<file path="src/rtl/ami_req_in_queue.sv">
// ami_req_in_queue
// Input queue for incoming AMI requests, sitting directly upstream of the
// block buffer. It holds up to DEPTH request bus words and presents the head
// first-word-fall-through. The head address is pre-decoded into a sector
// index (addr[5:3]) and a block address (addr[63:6]).
//
// Request bus layout: [0] valid, [1] isWrite, [65:2] addr, [641:66] data,
// [647:642] size.
//
// Optional feature: define AMI_REQ_QUEUE_HWM_EN to add the hwm output, a
// high-water mark of occupancy that is cleared only by rst.
//
// Full and empty are resolved by the occupancy counter rather than by
// comparing pointers, so the pointers are plain clog2(DEPTH)-bit values
// that wrap naturally.

module ami_req_in_queue #(
    parameter int DEPTH      = 4,
    parameter int REQ_WIDTH  = 648,
    parameter int ADDR_WIDTH = 64
) (
    input  logic                         clk,
    input  logic                         rst,
    input  logic [REQ_WIDTH-1:0]         enq_req,
    output logic                         enq_ready,
    output logic [REQ_WIDTH-1:0]         deq_req,
    input  logic                         deq_en,
    output logic [2:0]                   deq_sector_index,
    output logic [ADDR_WIDTH-7:0]        deq_block_addr,
    output logic [$clog2(DEPTH+1)-1:0]   count,
    output logic                         underflow_err
`ifdef AMI_REQ_QUEUE_HWM_EN
    ,
    output logic [$clog2(DEPTH+1)-1:0]   hwm
`endif
);

    localparam int CNT_W = $clog2(DEPTH + 1);
    localparam int PTR_W = $clog2(DEPTH);

    // Field positions inside the request bus.
    localparam int ADDR_LSB   = 2;
    localparam int ADDR_MSB   = ADDR_LSB + ADDR_WIDTH - 1;
    localparam int SECTOR_LSB = ADDR_LSB + 3;
    localparam int BLOCK_LSB  = ADDR_LSB + 6;

    localparam logic [CNT_W-1:0] DEPTH_CNT = CNT_W'(DEPTH);
    localparam logic [CNT_W-1:0] CNT_ONE   = CNT_W'(1'b1);
    localparam logic [CNT_W-1:0] CNT_ZERO  = {CNT_W{1'b0}};
    localparam logic [PTR_W-1:0] PTR_ONE   = PTR_W'(1'b1);
    localparam logic [PTR_W-1:0] PTR_ZERO  = {PTR_W{1'b0}};

    // Storage is deliberately not reset; the occupancy count masks stale data.
    logic [REQ_WIDTH-1:0] mem_r [DEPTH];

    logic [PTR_W-1:0] wr_ptr_r;
    logic [PTR_W-1:0] rd_ptr_r;
    logic [CNT_W-1:0] count_r;
    logic             underflow_r;

    logic             empty_s;
    logic             full_s;
    logic             ready_s;
    logic             do_enq_s;
    logic             do_deq_s;
    logic             underflow_hit_s;
    logic [CNT_W-1:0] count_nxt_s;
    logic [REQ_WIDTH-1:0] head_s;

    // Occupancy flags and handshake qualifiers, derived from registered state.
    // enq_ready intentionally ignores deq_en, so a full queue refuses a write
    // even in a cycle where the head is being popped.
    always_comb begin
        empty_s         = (count_r == CNT_ZERO);
        full_s          = (count_r == DEPTH_CNT);
        ready_s         = (!rst) && (!full_s);
        do_enq_s        = enq_req[0] && ready_s;
        do_deq_s        = deq_en && (!empty_s);
        underflow_hit_s = deq_en && empty_s;
    end

    // Next occupancy: up on enqueue-only, down on dequeue-only, else held.
    always_comb begin
        count_nxt_s = count_r;
        case ({do_enq_s, do_deq_s})
            2'b10:   count_nxt_s = count_r + CNT_ONE;
            2'b01:   count_nxt_s = count_r - CNT_ONE;
            default: count_nxt_s = count_r;
        endcase
    end

    // Pointer and occupancy registers; rst discards every queued entry.
    always_ff @(posedge clk) begin
        if (rst) begin
            wr_ptr_r <= PTR_ZERO;
            rd_ptr_r <= PTR_ZERO;
            count_r  <= CNT_ZERO;
        end else begin
            if (do_enq_s) begin
                wr_ptr_r <= wr_ptr_r + PTR_ONE;
            end
            if (do_deq_s) begin
                rd_ptr_r <= rd_ptr_r + PTR_ONE;
            end
            count_r <= count_nxt_s;
        end
    end

    // Entry storage: the whole bus, valid bit included, lands at the write pointer.
    always_ff @(posedge clk) begin
        if (do_enq_s) begin
            mem_r[wr_ptr_r] <= enq_req;
        end
    end

    // Sticky underflow flag: a pop attempt on an empty queue, cleared only by rst.
    always_ff @(posedge clk) begin
        if (rst) begin
            underflow_r <= 1'b0;
        end else if (underflow_hit_s) begin
            underflow_r <= 1'b1;
        end
    end

    // Head presentation: storage at the read pointer, forced to zero when empty.
    always_comb begin
        if (empty_s) begin
            head_s = {REQ_WIDTH{1'b0}};
        end else begin
            head_s = mem_r[rd_ptr_r];
        end
    end

`ifdef AMI_REQ_QUEUE_HWM_EN
    logic [CNT_W-1:0] hwm_r;

    // High-water mark: follows the next occupancy upward, never downward.
    always_ff @(posedge clk) begin
        if (rst) begin
            hwm_r <= CNT_ZERO;
        end else if (count_nxt_s > hwm_r) begin
            hwm_r <= count_nxt_s;
        end
    end

    assign hwm = hwm_r;
`endif

    // Address pre-decode is a pure slice of the gated head, so it reads 0 when empty.
    assign deq_req          = head_s;
    assign deq_sector_index = head_s[SECTOR_LSB+2:SECTOR_LSB];
    assign deq_block_addr   = head_s[ADDR_MSB:BLOCK_LSB];
    assign enq_ready        = ready_s;
    assign count            = count_r;
    assign underflow_err    = underflow_r;

endmodule
</file>
<file path="config.mk">
export PLATFORM = sky130hd
export DESIGN_NAME = ami_req_in_queue
export DESIGN_NICKNAME = d
export VERILOG_FILES = /design/src/rtl/ami_req_in_queue.sv
export SDC_FILE = /design/constraint.sdc
export NUM_CORES = 2
export LEC_CHECK = 0
export CORE_AREA = 2 2 524 526
export CTS_CLUSTER_DIAMETER = 80
export CTS_CLUSTER_SIZE = 10
export DETAILED_ROUTE_END_ITERATION = 10
export DIE_AREA = 0 0 526 528
export GPL_ROUTABILITY_DRIVEN = 0
export PLACE_DENSITY = 0.7
export SETUP_SLACK_MARGIN = 0.15
export SYNTH_ARGS = -nofsm -noshare
export SYNTH_HDL_FRONTEND = slang
export SYNTH_SLANG_ARGS = --single-unit
</file>
<file path="constraint.sdc">
create_clock -name clk -period 19.3 [get_ports clk]
set_input_delay 3.86 -clock clk [delete_from_list [all_inputs] [get_ports clk]]
set_output_delay 3.86 -clock clk [all_outputs]
set_load 0.005 [all_outputs]
</file>
==> key figures <==
Final layout
  • Layout cell share with drive strength beyond 1: 0.185
  • Core Util, Final: 0.456
  • Fill count: 22300
  • NumNets Final: 6329
  • Synth-to-Final Area Change: 25.6%

Setup path
  • Crit-path cells: buf_12 -> buf_12 -> buf_4 -> mux4_2 -> nor2b_1 -> clkdlybuf4s50_1
  • CP max stage cell: dfxtp_4
  • CP Class: reg2out
  • Buffers & Inverters on Critical Path: 4
  • CP arrival: 5730 ps
  • Max incr delay on CP: 890 ps
  • Critical Path RT: 15440 ps
  • Most used cell, CP: buf_12
  • Startpoint types: register
  • Critical path fanouts, max: 93
  • CP Capture Type: output port
  • Top delay family on crit path: buffers and inverters

Route
  • Final WL: 260000 um
  • # DRC: 0
  • Routed met1 length: 99300 um
  • Drt initial violations: 4502
  • Post-route ant nets: 0
  • Routed len/inst: 27.8 um
  • Vias: 48500
  • Uppermost routed layer: met5
  • Pre-Repair DR Iteration Count: 5
  • Wire length on met3: 30500 um
  • Met2 wire length: 123000 um
  • Vias per cell: 5.18

STA
  • Final worst-path cycle share: 0.497
  • Hold slack: 485 ps
  • Hold Violations, Final: 0
  • Fin crit period: 9590 ps
  • Fmax: 0.104 GHz
  • Max Slew Vio Count: 0
  • Rel. slew slack: 0.230
  • Final Setup Violations: 0
  • RSZ-0062 raised after global routing: false
  • Clock Skew: 55.2 ps
  • Worst-Margin Slew: 1150 ps

Floorplanning
  • Core ar.: 272000 um^2
  • DIE HEIGHT: 528 um
  • Initial Util: 0.363
  • # IOs: 1365
  • DIE WIDTH: 526 um
  • Die ar.: 278000 um^2
  • FP Rows: 192

Run
  • Max Cap Viol: 0

GRT
  • First-pass GRT wire length: 367000 um
  • GR Util All Layers: 0.181
  • Largest net degree at the start of global routing: 141
  • Vias in the first global route: 49900
  • Antenna violations before repair: 114
  • GRT overflow: 0

Logic synthesis
  • Sequential element share of the synthesized area: 0.789
  • Post-synthesis instance area: 99000 um^2
  • Async SR Flop Fraction: 0
  • Post-synth EDFFs: 2592
  • Main synth FF type: edfxtp_1
  • Post-synthesis register bit count: 2602
  • Mapped Avg Cell Area: 23.5 um^2
  • Cells after Synth: 4218
  • Distinct cells, synth: 27
  • Ys Warns: 0
  • Syn Nets: 4875

Clocking
  • Num CTS Buffers: 303
  • CTS Buffer Depth: 4
  • H-tree depth: 5
  • Sink Count: 2602
  • Clk root buf: clkbuf_16
  • CTS Hold Bufs: 0
  • Setup bufs post-CTS: 0
  • CTS tree: done
  • Cts repair resizes: 0
  • Clock transition at path regs: 60 ps
  • Clk_lat worst skew: 860 ps

Place
  • PortBufs: 1364
  • Detail Placement HPWL: 170000 um

Run status
  • Status: finished clean

Power and ir drop
  • Peak supply drop: 136 uV
  • LEAKAGE: 38.1 nW
  • PwrDens: 133 nW/um^2

Min path
  • Hold crit path type: reg2reg
-- flip-flops by register name, indices dropped and copies added, names as in the netlist, named ones only --
register       flops
underflow_err      1
count              3
wr_ptr_r           2
rd_ptr_r           2
mem_r           2592
-- metrics by stage --
step	power, mW	worst slack, ps	TNS [ps]	instance area, um^2	cells
4_1_cts	16.8	9480	0	124000	9311
6_report	16.6	9710	0	124000	9356
5_1_grt	17.2	9170	0	124000	9329
2_1_floorplan	9.45	-628	-813900	99000	4218
3_3_place_gp	11.8	10230	0	116000	8956
3_5_place_dp	11.8	10230	0	116000	8956
-- power by group --
part           internal (mW)  total [mW]  leakage, nW  switching [mW]
sequential              6.58        6.67         23.6          0.0929
combinational           2.57        4.93         10.5            2.36
clock                   2.82        4.97         4.02            2.14
-- routing by layer --
layer | vias to the layer above | track usage
met5 | - | 0
met4 | 80 | 0.0458
met3 | 478 | 0.0773
met2 | 2260 | 0.287
met1 | 25600 | 0.229
li1 | 20100 | -
-- final cells by class --
cell class / instances / area [um^2] / area share
sequential: 2602 / 78000 / 0.628
multi-input combinational: 1332 / 19000 / 0.153
timing repair buffer: 1426 / 14400 / 0.116
clock buffer: 319 / 7640 / 0.0615
tap: 3589 / 4490 / 0.0361
clock inverter: 36 / 626 / 0.00503
antenna: 45 / 113 / 0.000906
inverter: 7 / 26.3 / 0.000211
-- Yosys cell counts, drive strengths merged (3+ instances only) --
master	instances	area, um^2
nor2b	573	3580
inv	7	26.3
clkbuf	71	267
ha	5	62.6
buf	206	1610
and2b	75	563
edfxtp	2592	77800
mux4	648	14600
dfxtp	10	200
a21oi	3	15.0
and2	4	25.0
xor2	4	35.0
nor2	9	33.8
-- layout by cell type (no fill, tap or decap), drive strengths merged, types with 2 or more instances in the layout --
cell | netlist | layout
nor2b | 573 | 573
mux4 | 648 | 648
diode | 0 | 45
nor2 | 9 | 9
and2b | 75 | 75
buf | 206 | 62
clkinv | 0 | 18
ha | 5 | 5
a21oi | 3 | 3
and2 | 4 | 4
nor3b | 2 | 2
xor2 | 4 | 4
dfxtp | 10 | 10
clkbuf | 71 | 319
clkdlybuf4s50 | 0 | 1364
inv | 7 | 24
edfxtp | 2592 | 2592
-- kinds of logic (layout without fill, tap and decap cells) --
group,Yosys count,in the layout,synth area share
flops,2602,2602,0.789
simple gates,666,666,0.0430
mux,650,650,0.148
buf+inv,284,1788,0.0193
fa+ha+maj,6,6,0.000834
compound gates,6,6,0.000367
xor+xnor,4,4,0.000354
other cells,0,45,0
-- final timing paths --
kind                                                  from                         end  slack (ps)  cells past startpoint
worst max-delay path                              register                deq_req[513]        9710                      6
worst min-delay path            underflow_err$_SDFFE_PP0P_  underflow_err$_SDFFE_PP0P_         490                      2
worst max register to register       count[0]$_SDFFE_PP0P_      mem_r[3][22]$_DFFE_PP_       14440                      6
worst min register to register  underflow_err$_SDFFE_PP0P_  underflow_err$_SDFFE_PP0P_         490                      2
-- worst reg2reg max path, cell delays in order (launching register included) --
cell and delay [ps]:
dfxtp_1 500, nor3b_1 130, nor3b_2 430, and2_4 760
buf_4 870, buf_12 540, buf_4 1090
Note: power is estimated with default switching activity, not from simulation.
